$ cat config.mk
export PLATFORM = sky130hd
export DESIGN_NAME = spi_core_top_flat
export DESIGN_NICKNAME = d
export VERILOG_FILES = /design/src/rtl/spi_core_top_if.sv /design/src/rtl/spi_core_top.sv /design/src/flat_wrapper.sv
export SDC_FILE = /design/constraint.sdc
export NUM_CORES = 1
export LEC_CHECK = 0
export CORE_ASPECT_RATIO = 1.75
export CORE_MARGIN = 2
export CORE_UTILIZATION = 65
export CTS_BUF_LIST = sky130_fd_sc_hd__clkbuf_8
export DETAILED_ROUTE_END_ITERATION = 10
export DONT_BUFFER_PORTS = 1
export PLACE_DENSITY = 0.81
export SETUP_SLACK_MARGIN = 0.2
export SLEW_MARGIN = 20
export SYNTH_ARGS = -nofsm -noshare
export SYNTH_HDL_FRONTEND = slang
export SYNTH_SLANG_ARGS = --single-unit
export TNS_END_PERCENT = 5
$ cat constraint.sdc
create_clock -name clk -period 2.7 [get_ports clk]
set_input_delay 0.27 -clock clk [delete_from_list [all_inputs] [get_ports clk]]
set_output_delay 0.27 -clock clk [all_outputs]
set_load 0.03 [all_outputs]
$ cat src/rtl/spi_core_top_if.sv
// Signal bundle between the SPI master core and its user/slave side.
// The core drives the serial outputs and reads config, data and MISO.
`timescale 1ns/1ps
interface spi_core_top_if;
    logic [7:0] SPCR_in;
    logic [7:0] SPIBR_in;
    logic [7:0] SPDR_From_user;
    logic       SS_master;
    logic       MISO;
    logic       MOSI;
    logic       SCK;
    logic       SS;
    logic       SPIF;

    modport master (
        input  SPCR_in,
        input  SPIBR_in,
        input  SPDR_From_user,
        input  SS_master,
        input  MISO,
        output MOSI,
        output SCK,
        output SS,
        output SPIF
    );

    modport slave (
        output SPCR_in,
        output SPIBR_in,
        output SPDR_From_user,
        output SS_master,
        output MISO,
        input  MOSI,
        input  SCK,
        input  SS,
        input  SPIF
    );
endinterface

$ cat src/rtl/spi_core_top.sv
// Master-only 8-bit SPI core with AVR-style control byte.
// One frame: LOAD, 16 SCK edges of N+1 clk each, DONE with SPIF.
`timescale 1ns/1ps
module spi_core_top (
    input logic          clk,
    input logic          rst,
    spi_core_top_if.master bus
);
    typedef enum logic [1:0] {
        IDLE,
        LOAD,
        XFER,
        DONE
    } state_t;

    state_t     state;
    logic [7:0] shift_reg;
    logic [7:0] div_cnt;
    logic [7:0] n_q;
    logic [3:0] edge_cnt;
    logic       cpol_q;
    logic       cpha_q;
    logic       dord_q;
    logic       miso_q;
    logic       sck_q;
    logic       mosi_q;
    logic       ss_q;
    logic       spif_q;

    logic       enabled;
    logic       go;
    logic       last_div;
    logic       leading;
    logic       last_edge;
    logic       fill;
    logic       out_bit;
    logic       next_bit;
    logic [7:0] shifted;
    logic       unused_cfg;

    assign enabled   = bus.SPCR_in[6] & bus.SPCR_in[4];
    assign go        = enabled & ~bus.SS_master;
    assign last_div  = (div_cnt == n_q);
    // edge_cnt holds completed edges, so an even count means the
    // upcoming edge is a leading (odd-numbered) one.
    assign leading   = ~edge_cnt[0];
    assign last_edge = (edge_cnt == 4'd15);
    // CPHA=0 captured MISO on the leading edge; CPHA=1 takes it live.
    assign fill      = cpha_q ? bus.MISO : miso_q;
    assign out_bit   = dord_q ? shift_reg[0] : shift_reg[7];
    assign next_bit  = dord_q ? shift_reg[1] : shift_reg[6];
    assign shifted   = dord_q ? {fill, shift_reg[7:1]}
                              : {shift_reg[6:0], fill};
    assign unused_cfg = ^{bus.SPCR_in[7], bus.SPCR_in[1:0]};

    assign bus.SCK  = sck_q;
    assign bus.MOSI = mosi_q;
    assign bus.SS   = ss_q;
    assign bus.SPIF = spif_q;

    // Slave select follows the user request only while enabled.
    always_ff @(posedge clk or posedge rst) begin
        if (rst) begin
            ss_q <= 1'b1;
        end else begin
            ss_q <= enabled ? bus.SS_master : 1'b1;
        end
    end

    // Frame sequencer: config latch, baud divider, SCK edges, shifting.
    always_ff @(posedge clk or posedge rst) begin
        if (rst) begin
            state     <= IDLE;
            shift_reg <= 8'h00;
            div_cnt   <= 8'h00;
            n_q       <= 8'h00;
            edge_cnt  <= 4'd0;
            cpol_q    <= 1'b0;
            cpha_q    <= 1'b0;
            dord_q    <= 1'b0;
            miso_q    <= 1'b0;
            sck_q     <= 1'b0;
            mosi_q    <= 1'b0;
            spif_q    <= 1'b0;
        end else begin
            spif_q <= 1'b0;
            unique case (state)
                IDLE: begin
                    sck_q  <= bus.SPCR_in[3];
                    mosi_q <= 1'b0;
                    if (go) begin
                        state <= LOAD;
                    end
                end
                LOAD: begin
                    sck_q <= bus.SPCR_in[3];
                    if (!go) begin
                        state  <= IDLE;
                        mosi_q <= 1'b0;
                    end else begin
                        state     <= XFER;
                        cpol_q    <= bus.SPCR_in[3];
                        cpha_q    <= bus.SPCR_in[2];
                        dord_q    <= bus.SPCR_in[5];
                        n_q       <= bus.SPIBR_in;
                        shift_reg <= bus.SPDR_From_user;
                        div_cnt   <= 8'h00;
                        edge_cnt  <= 4'd0;
                        if (!bus.SPCR_in[2]) begin
                            mosi_q <= bus.SPCR_in[5]
                                    ? bus.SPDR_From_user[0]
                                    : bus.SPDR_From_user[7];
                        end
                    end
                end
                XFER: begin
                    if (!go) begin
                        state  <= IDLE;
                        sck_q  <= cpol_q;
                        mosi_q <= 1'b0;
                    end else if (last_div) begin
                        div_cnt  <= 8'h00;
                        sck_q    <= ~sck_q;
                        edge_cnt <= edge_cnt + 4'd1;
                        if (leading) begin
                            if (cpha_q) begin
                                mosi_q <= out_bit;
                            end else begin
                                miso_q <= bus.MISO;
                            end
                        end else begin
                            shift_reg <= shifted;
                            if (!cpha_q && !last_edge) begin
                                mosi_q <= next_bit;
                            end
                        end
                        if (last_edge) begin
                            state  <= DONE;
                            spif_q <= 1'b1;
                        end
                    end else begin
                        div_cnt <= div_cnt + 8'd1;
                    end
                end
                DONE: begin
                    sck_q <= cpol_q;
                    state <= IDLE;
                end
                default: begin
                    state <= IDLE;
                end
            endcase
        end
    end
endmodule

$ cat src/flat_wrapper.sv
// flat-port wrapper written by rule: the top's interface ports become plain ports
module spi_core_top_flat 
  (clk, rst, bus_SPCR_in, bus_SPIBR_in, bus_SPDR_From_user, bus_SS_master, bus_MISO, bus_MOSI, bus_SCK, bus_SS, bus_SPIF);
  spi_core_top_if bus_i ();
  input logic clk;
  input logic rst;
  input wire logic [$bits(bus_i.SPCR_in)-1:0] bus_SPCR_in;
  input wire logic [$bits(bus_i.SPIBR_in)-1:0] bus_SPIBR_in;
  input wire logic [$bits(bus_i.SPDR_From_user)-1:0] bus_SPDR_From_user;
  input wire logic [$bits(bus_i.SS_master)-1:0] bus_SS_master;
  input wire logic [$bits(bus_i.MISO)-1:0] bus_MISO;
  output wire logic [$bits(bus_i.MOSI)-1:0] bus_MOSI;
  output wire logic [$bits(bus_i.SCK)-1:0] bus_SCK;
  output wire logic [$bits(bus_i.SS)-1:0] bus_SS;
  output wire logic [$bits(bus_i.SPIF)-1:0] bus_SPIF;
  assign bus_i.SPCR_in = bus_SPCR_in;
  assign bus_i.SPIBR_in = bus_SPIBR_in;
  assign bus_i.SPDR_From_user = bus_SPDR_From_user;
  assign bus_i.SS_master = bus_SS_master;
  assign bus_i.MISO = bus_MISO;
  assign bus_MOSI = bus_i.MOSI;
  assign bus_SCK = bus_i.SCK;
  assign bus_SS = bus_i.SS;
  assign bus_SPIF = bus_i.SPIF;
  spi_core_top u_core (.clk(clk), .rst(rst), .bus(bus_i));
endmodule
==> metrics.md, run 1 <==
| Metric | Value |
|---|---|
| DR WL/cell | `18.1 um` |
| Status | `finished clean` |
| FMAX | `0.448 GHz` |
| Critical path type | `reg -> reg` |
| Post-synth top flop | `dfrtp_1` |
| Full die area | `3870 um^2` |
| CP endpoint kind | `flip-flop` |
| Port Buffers | `0` |
| Post-Syn Instances | `210` |
| Post-CTS Setup Inserts | `0` |
| Iteration-0 DRC Markers | `25` |
| Measured slew at the worst slew-check pin | `789 ps` |
| Final Skew | `7.48 ps` |
| Crit path arrival time | `2410 ps` |
| Row count | `27` |
| Max Cap Violations | `0` |
| Setup-failing EPs final | `0` |
| Tcrit/Tclk final | `82.7%` |
| Top-count cell post-synth | `dfrtp_1` |
| Seq/Total Area, Yosys | `43.5%` |
| Residual DRC | `0` |
| Clk sinks | `38` |
| CP startpoint kind | `flip-flop` |
| Worst hold slack | `3.74 ps` |
| R2r setup slk | `470 ps` |
| Max IR drop VDD | `0.751 mV` |
| N_diodes | `0` |
| Largest net degree at the start of global routing | `21` |
| Post-layout nets | `249` |
| Placed wire-length estimate | `3560 um` |
| Yosys warns | `0` |
| Synth cell types | `50` |
| Die W | `47.9 um` |
| CTS H-tree lvls | `2` |
| Power Dens Cells | `997 nW/um^2` |
| Initial Util | `69.0%` |
| Post-Place Setup Slack | `511 ps` |
| Overall Global Routing Usage | `27.5%` |
| #FFs+latches synth | `38` |
| Largest cells by area after synthesis | `dfrtp_1 (42%), mux2_2 (6.7%), mux2i_1 (4.6%), ha_1 (3.4%), nand2_1 (3.4%)` |
| Slew Limit Fails | `0` |
| Core ar. | `3180 um^2` |
| Final hold viol count | `0` |
| Max Root-Sink Buffers | `2` |
| Area growth, synth to finish | `9.14%` |
| Clock transition at path regs | `80 ps` |
| Post-synthesis instance area | `2190 um^2` |
| RSZ-0062 raised after global routing | `no` |
| Slew headroom | `47.3%` |
| Synth top area share | `42.3%` |
| Hold_buf cts | `0` |
| Cell taking the most area after synthesis | `dfrtp_1` |
| Ports | `32` |
| Final WS setup | `467 ps` |
| Top cells by count, synth | `dfrtp_1 (37), nand2_1 (20), mux2_2 (13)` |
| Clock root cell | `clkbuf_8` |
| Pre-antenna DRT Iters | `4` |
| Die Y | `80.8 um` |
| Ys async rst share | `100%` |
| CP required | `2880 ps` |
| CTS tree | `yes` |
| Vias in the first global route | `1726` |
| Synthesized net count | `244` |
| Syn avg cell area | `10.4 um^2` |
| Number of synthesized flops with an enable pin | `0` |
| Gp weighted congestion | `0.782` |
| Worst-Skew Late Latency | `290 ps` |
| Num CTS Buffers | `5` |
| Global route overflow | `0` |
| Setup TNS | `0 ps` |
| Total wire length | `4680 um` |
| Final min period | `2230 ps` |
| Via count | `1687` |
| Share of layout cells above drive strength 1 | `17.6%` |
| CP max FO | `8` |
| Post-CTS sizing | `0` |
| Global-route wire length before repair | `7590 um` |
| Pleak | `1.06 nW` |
| Post-route ant nets | `0` |
| Via density | `6.51` |
| Initial antenna violation count | `0` |
| Hold Crit Class | `in -> async` |
==> critical path, cell delays in order (launching register included) <==
cell     delay [ps]
dfrtp_1         410
inv_1           100
ha_1            250
nor2_1          290
o21ai_2         120
nor4_4          530
nor3b_1         110
a211o_1         290
==> path summary, 6_finish.rpt <==
check | cells past startpoint | endpoint | startpoint
worst max-delay path | 7 | u_core.shift_reg[0] | u_core.state[0]
worst min-delay path | 1 | u_core.shift_reg[2] | rst
worst max register to register | 7 | u_core.shift_reg[0] | u_core.state[0]
worst min register to register | 1 | u_core.cpol_q | u_core.cpol_q
max in group asynchronous | 2 | u_core.div_cnt[2] | rst
min in group clk | 1 | u_core.shift_reg[7] | bus_SPDR_From_user[7]
==> kinds of logic after synthesis <==
group	after synthesis	synth area share [%]
DFF	38	43.5
and+or+nand+nor	58	14.2
buffers and inverters	20	3.94
AOI/OAI and AO/OA	51	16.1
xor gates and xnor gates	13	6.57
muxes	24	12.3
adders and majority gates	6	3.43
==> through the flow <==
| stage | instances | power [mW] | util (%) | area [um^2] |
|---|---|---|---|---|
| after floorplan | 210 | 1.58 | - | 2190 |
| after global placement | 251 | 1.73 | 70.8 | 2250 |
| after detailed placement | 251 | 1.79 | 70.8 | 2250 |
| after CTS | 259 | 2.39 | 75.3 | 2390 |
| after global routing | 259 | 2.52 | 75.3 | 2390 |
| final | 259 | 2.38 | 75.3 | 2390 |
==> power by group <==
part / internal [mW] / switching [mW]
clock network: 0.394 / 0.198
registers: 0.729 / 0.196
logic: 0.422 / 0.444
total: 1.54 / 0.838
==> final cells by class <==
type / count / area [um^2]
clock buffers: 6 / 82.6
clock inverters: 2 / 60.1
fillers: 223 / 785
inverters: 12 / 45.0
multi-input cells: 152 / 1150
flip-flops and latches: 38 / 952
well taps: 43 / 53.8
repair buffers: 6 / 45.0
==> layout by cell type, fill, tap and decap left out, drive strengths merged, types with 4 or more instances in the layout <==
cell | Yosys | layout
dfrtp | 37 | 37
nand2 | 20 | 20
mux2 | 13 | 13
a21oi | 12 | 12
nor2 | 11 | 11
inv | 11 | 11
xnor2 | 11 | 11
mux2i | 10 | 10
o22ai | 8 | 8
o21ai | 8 | 8
a22o | 7 | 7
nor3 | 7 | 7
ha | 6 | 6
clkbuf | 3 | 6
buf | 5 | 6
a211o | 4 | 4
nor4 | 4 | 4
==> per-layer routing <==
layer	share of wire [%]	global-route usage, %
met1	36	27.8
met5	0	0
met3	4.4	6.22
met2	56	49.1
met4	3.5	13.5
No activity file was read; power rests on OpenSTA's default activity.
==> inputs of run 2 (changes only) <==
CORE_UTILIZATION = 59   (was 65)
PLACE_DENSITY = 0.78   (was 0.81)
clock period = 1.9 ns   (was 2.7 ns; I/O delays follow)
==> run 2 against run 1 <==
Net effect:
- final area rose by 15%
- non-clock buffer count grew 25
- wire length grew 21%
- clock power is 3% lower
- sequential cell count unchanged
- first-iteration DRC count grew 130%
- sequential power is 42% higher
- total power increased by 58%
- utilization is 1.4 points higher
==> metrics.md, run 2 (synthesized netlist as in run 1, its figures left out) <==
| Metric | Value |
|---|---|
| CTS H-tree lvls | `2 (unchanged)` |
| Post-layout nets | `274 (+10%)` |
| Post-route ant nets | `0 (unchanged)` |
| CP startpoint kind | `flip-flop` |
| Worst hold slack | `23.2 ps (+19.4 ps)` |
| Crit path arrival time | `1980 ps (-430 ps)` |
| Global route overflow | `0 (unchanged)` |
| Vias in the first global route | `1904 (+10%)` |
| Setup-failing EPs final | `0 (unchanged)` |
| Iteration-0 DRC Markers | `57 (+130%)` |
| Power Dens Cells | `1360 nW/um^2 (+37%)` |
| Sequential share of power | `34.8% (-4.0 points)` |
| Die W | `50.1 um (+4.6%)` |
| Slew Limit Fails | `0 (unchanged)` |
| Clk sinks | `38 (unchanged)` |
| DR WL/cell | `19.7 um (+9.0%)` |
| CP endpoint kind | `flip-flop` |
| Residual DRC | `0 (unchanged)` |
| Final hold viol count | `0 (unchanged)` |
| Gp weighted congestion | `0.855 (+9.4%)` |
| CTS tree | `yes` |
| N_diodes | `0 (unchanged)` |
| Internal power | `2.29 mW (+48%)` |
| Max Cap Violations | `0 (unchanged)` |
| CP max FO | `5 (-3)` |
| Die Y | `84.6 um (+4.7%)` |
| Pleak | `1.20 nW (+13%)` |
| Port Buffers | `0 (unchanged)` |
| Num CTS Buffers | `5 (unchanged)` |
| Worst-Skew Late Latency | `300 ps (about the same)` |
| Via density | `6.45 (-1.0%)` |
| Pre-antenna DRT Iters | `4 (unchanged)` |
| Full die area | `4240 um^2 (+9.5%)` |
| Max IR drop VDD | `0.934 mV (+24%)` |
| Core ar. | `3590 um^2 (+13%)` |
| Share of layout cells above drive strength 1 | `39.0% (+21 points)` |
| Tcrit/Tclk final | `94.3% (+12 points)` |
| Net Switching | `1.47 mW (+75%)` |
| Clock root cell | `clkbuf_8` |
| Ports | `32 (unchanged)` |
| Overall Global Routing Usage | `27.2% (-0.24 points)` |
| Global-route wire length before repair | `8840 um (+16%)` |
| Final Skew | `14.2 ps (+6.69 ps)` |
| Clock transition at path regs | `80 ps (about the same)` |
| Measured slew at the worst slew-check pin | `485 ps (-305 ps)` |
| Critical path type | `reg -> reg` |
| Initial antenna violation count | `0 (unchanged)` |
| Max Root-Sink Buffers | `2 (unchanged)` |
| RSZ-0062 raised after global routing | `yes` |
| FMAX | `0.558 GHz (+25%)` |
| Placed wire-length estimate | `3710 um (+4.1%)` |
| Most frequent cells in the layout | `dfrtp_1 (30), buf_4 (26), nand2_1 (17), mux2_2 (13), inv_1 (11)` |
| Most common cell after layout, fill and taps aside | `dfrtp_1` |
| CP required | `2080 ps (-800 ps)` |
| Switching share of power | `39.1% (+3.9 points)` |
| Clock Power Share | `15.3% (-9.6 points)` |
| Area growth, synth to finish | `25.8%` |
| Via count | `1850 (+9.7%)` |
| Hold Crit Class | `in -> reg` |
| Largest net degree at the start of global routing | `39 (+86%)` |
| Total wire length | `5660 um (+21%)` |
| Status | `finished clean` |
| Slew headroom | `67.7% (+20 points)` |
| Row count | `29 (+7.4%)` |
| Combinational fraction of design power | `50.0% (+14 points)` |
| Final min period | `1790 ps (-441 ps)` |
| Setup TNS | `0 ps (unchanged)` |
| Initial Util | `61.0% (-8.0 points)` |
-- run 2: layout make-up --
cell class	count	area [um^2]
Sequential cell	38	961
Timing Repair Buffer	31	268
Clock buffer	6	82.6
Fill cell	211	837
Multi-Input combinational cell	152	1330
Clock inverter	2	7.51
Inverter	12	47.5
Tap cell	46	57.6
-- run 2: path summary, 6_finish.rpt --
kind                                       start                   to  slack (ps)  depth (start not counted)
min in group asynchronous                    rst   u_core.edge_cnt[3]         450                          3
max in group asynchronous                    rst      u_core.state[1]        1080                          3
setup / recovery               u_core.div_cnt[7]  u_core.shift_reg[2]         110                          6
hold reg to reg                    u_core.cpol_q        u_core.cpol_q         510                          1
setup reg to reg               u_core.div_cnt[7]  u_core.shift_reg[2]         110                          6
hold / removal             bus_SPDR_From_user[0]  u_core.shift_reg[0]          20                          1
-- run 2: repair_timing --
action,CTS,global route
gates resized for setup,17,26
hold endpoints to repair,37,0
hold buffers,1,0
pin swaps,7,19
setup endpoints to repair,20,33
buffers inserted,11,7
-- run 2: through the flow --
step / utilization [%] / cell area [um^2] / worst slack, ps / power (mW) / instances
after global placement: 64.8 / 2330 / 82.6 / 2.52 / 260
after floorplan: - / 2210 / 212 / 2.28 / 210
after global routing: 76.7 / 2760 / 56.1 / 3.93 / 287
after detailed placement: 64.8 / 2330 / 27.0 / 2.61 / 260
final: 76.7 / 2760 / 109 / 3.76 / 287
after CTS: 72.6 / 2610 / 110 / 3.53 / 280
-- run 2: routing by layer --
metal / vias to the layer above / track usage, % / share of wire, %
met4: 0 / 13.6 / 2.7
li1: 825 / - / -
met3: 15 / 4.80 / 4.4
met1: 941 / 28.4 / 35
met2: 69 / 50.1 / 58
met5: - / 0 / 0
-- run 2: worst max-delay path, cell delays in order (launching register included) --
cell and delay (ps):
dfrtp_1 420, xnor2_2 220, nand4_4 200, nor4_4 400, buf_4 210, a22o_1 160
a21oi_2 60
-- run 2: power groups by stage --
| stage | Combinational, mW | Clock, mW | Sequential [mW] |
|---|---|---|---|
| 5_1_grt | 1.99 | 0.617 | 1.32 |
| 3_3_place_gp | 1.24 | 0 | 1.27 |
| 6_report | 1.88 | 0.573 | 1.31 |
| 4_1_cts | 1.68 | 0.582 | 1.28 |
| 2_1_floorplan | 1.06 | 0 | 1.22 |
| 3_5_place_dp | 1.32 | 0 | 1.29 |
==> inputs of run 3 (changes only) <==
SETUP_SLACK_MARGIN = 0.05   (was 0.2)
SLEW_MARGIN = default   (was 20)
==> run 3 against run 2 <==
Net effect:
- clock skew fell by 3.5 ps
- non-clock buffer count fell by 11
- sequential power barely moved
- final cell count down 3.8%
- utilization decreased by 5.4 points
- hold slack got worse by 7.8 ps
- wire length shrank 7.3%
- total power decreased by 8.9%
- critical endpoint is now u_core.edge_cnt[3]
- largest power group unchanged
==> metrics.md, run 3 (synthesized netlist as in run 1, its figures left out) <==
| Metric | Value |
|---|---|
| Status | `finished clean` |
| Max IR drop VDD | `0.821 mV (-12%)` |
| Overall Power | `3.42 mW (-8.9%)` |
| Full die area | `4240 um^2 (unchanged)` |
| Pre-antenna DRT Iters | `4 (unchanged)` |
| Post-Place Setup Slack | `-25.4 ps (-52.4 ps)` |
| Switching share of power | `38.6% (-0.48 points)` |
| Post-layout nets | `263 (-4.0%)` |
| R2r startpoint | `u_core.div_cnt[3]` |
| Row count | `29 (unchanged)` |
| Iteration-0 DRC Markers | `57 (unchanged)` |
| Clk sinks | `38 (unchanged)` |
| Via count | `1735 (-6.2%)` |
| RSZ-0062 raised after global routing | `yes` |
| Reg2reg end | `u_core.edge_cnt[3]` |
| Final Skew | `10.7 ps (-3.51 ps)` |
| Slew headroom | `66.6% (-1.1 points)` |
| Via density | `6.29 (-2.5%)` |
| Hold path depth | `1 (unchanged)` |
| Dpl cells | `262 (+0.77%)` |
| Worst-Skew Late Latency | `290 ps (about the same)` |
| Post-route ant nets | `0 (unchanged)` |
| DR WL/cell | `19.0 um (-3.6%)` |
| Final hold viol count | `0 (unchanged)` |
| Clock Power Share | `16.6% (+1.3 points)` |
| Setup-failing EPs final | `0 (unchanged)` |
| Global route overflow | `0 (unchanged)` |
| Global-route wire length before repair | `8390 um (-5.1%)` |
| Overall Global Routing Usage | `25.7% (-1.6 points)` |
| Slew Limit Fails | `0 (unchanged)` |
| Crit path arrival time | `2050 ps (+70 ps)` |
| Sequential share of power | `38.0% (+3.2 points)` |
| Gp weighted congestion | `0.886 (+3.5%)` |
| Setup TNS | `0 ps (unchanged)` |
| Port Buffers | `0 (unchanged)` |
| R2r setup slk | `30 ps (-70 ps)` |
| Final WS setup | `35.0 ps (-73.9 ps)` |
| Net Switching | `1.32 mW (-10%)` |
| Clock root cell | `clkbuf_8` |
| Multi-input logic area | `1250 um^2 (-6.0%)` |
| Non-filler instance count after layout | `276 (-3.8%)` |
| Ports | `32 (unchanged)` |
| Initial antenna violation count | `0 (unchanged)` |
| Area growth, synth to finish | `16.9%` |
| Measured slew at the worst slew-check pin | `498 ps (+13.7 ps)` |
| Hold path endpoint | `u_core.shift_reg[0]` |
| Placed wire-length estimate | `3790 um (+2.3%)` |
| Most common cell after layout, fill and taps aside | `dfrtp_1` |
| Power Dens Cells | `1340 nW/um^2 (-2.0%)` |
| CP required | `2080 ps (about the same)` |
| CP startpoint kind | `flip-flop` |
| R2R cell count | `6 (unchanged)` |
| Total wire length | `5240 um (-7.3%)` |
| Hold Path Origin | `bus_SPDR_From_user[0]` |
| FMAX | `0.536 GHz (-4.0%)` |
| Largest net degree at the start of global routing | `39 (unchanged)` |
| Hold Crit Class | `in -> reg` |
| Num CTS Buffers | `5 (unchanged)` |
| Tcrit/Tclk final | `98.2% (+3.9 points)` |
| Critical path type | `reg -> reg` |
| Combinational fraction of design power | `45.3% (-4.7 points)` |
| CTS H-tree lvls | `2 (unchanged)` |
| Pleak | `1.12 nW (-7.1%)` |
| N_diodes | `0 (unchanged)` |
| CTS tree | `yes` |
| Die W | `50.1 um (unchanged)` |
| Max Root-Sink Buffers | `2 (unchanged)` |
| Max Cap Violations | `0 (unchanged)` |
| Residual DRC | `0 (unchanged)` |
| Register area | `957 um^2 (-0.39%)` |
| Core ar. | `3590 um^2 (unchanged)` |
| Initial Util | `61.0% (unchanged)` |
| Final min period | `1870 ps (+73.9 ps)` |
| # fillers | `248 (+18%)` |
| Die Y | `84.6 um (unchanged)` |
| Clock transition at path regs | `80 ps (about the same)` |
| Vias in the first global route | `1862 (-2.2%)` |
| CP endpoint kind | `flip-flop` |
| CP max FO | `7 (+2)` |
| Internal power | `2.10 mW (-8.2%)` |
| Most frequent cells in the layout | `dfrtp_1 (33), nand2_1 (20), buf_4 (18), mux2_2 (13), a21oi_1 (11)` |
| Share of layout cells above drive strength 1 | `29.1% (-9.9 points)` |
-- run 3: metrics by stage --
stage / cell area, um^2 / hold slack [ps] / utilization, %
final: 2560 / 15.4 / 71.3
after global routing: 2560 / 16.2 / 71.3
after CTS: 2440 / 19.8 / 67.9
after detailed placement: 2310 / 225 / 64.4
after global placement: 2310 / 214 / 64.4
after floorplan: 2190 / 315 / -
-- run 3: worst max-delay path, stage by stage (launching register included) --
cell and delay, ps:
dfrtp_1 420, xnor2_1 290, nand2_1 170, nor3_2 270
buf_4 210, a41oi_1 130, a221o_1 270
-- run 3: worst max-delay path by stage --
stage | cells after the start | slack, ps | endpoint | start
floorplan | 7 | 60 | u_core.shift_reg[0] | u_core.state[0]
global placement | 5 | 60 | u_core.shift_reg[6] | u_core.div_cnt[1]
detailed placement | 5 | -30 | u_core.shift_reg[6] | u_core.div_cnt[1]
CTS | 5 | 20 | u_core.shift_reg[6] | u_core.div_cnt[1]
global route | 6 | -150 | u_core.edge_cnt[3] | u_core.div_cnt[3]
finish | 6 | 30 | u_core.edge_cnt[3] | u_core.div_cnt[3]
-- run 3: power groups by stage --
stage / logic (mW) / clock network (mW) / registers [mW]
5_1_grt: 1.68 / 0.612 / 1.33
2_1_floorplan: 1.02 / 0 / 1.22
3_3_place_gp: 1.24 / 0 / 1.27
4_1_cts: 1.33 / 0.579 / 1.28
3_5_place_dp: 1.31 / 0 / 1.30
6_report: 1.55 / 0.570 / 1.30
-- run 3: routing by layer --
| layer | vias to the layer above | global-route usage, % | wire [um] | part of all wire [%] |
|---|---|---|---|---|
| li1 | 800 | - | - | - |
| met1 | 871 | 25.5 | 1920 | 37 |
| met2 | 47 | 48.1 | 2950 | 56 |
| met3 | 17 | 5.69 | 205 | 3.9 |
| met4 | 0 | 12.1 | 173 | 3.3 |
| met5 | - | 0 | 0 | 0 |
-- run 3: repair_timing --
item / 4_1_cts / 5_1_grt
hold endpoints to repair: 37 / 0
endpoints found under the setup margin: 10 / 22
buffers inserted: 2 / 3
resized for setup: 3 / 22
hold buffers: 1 / 0
pin swaps: 0 / 11
-- run 3: area by class of cell --
cell class	instances	share of cell area (%)
multi-input combinational	152	48.9
sequential	38	37.4
timing repair buffer	20	6.11
clock buffer	6	3.22
tap	46	2.25
inverter	12	1.86
clock inverter	2	0.342
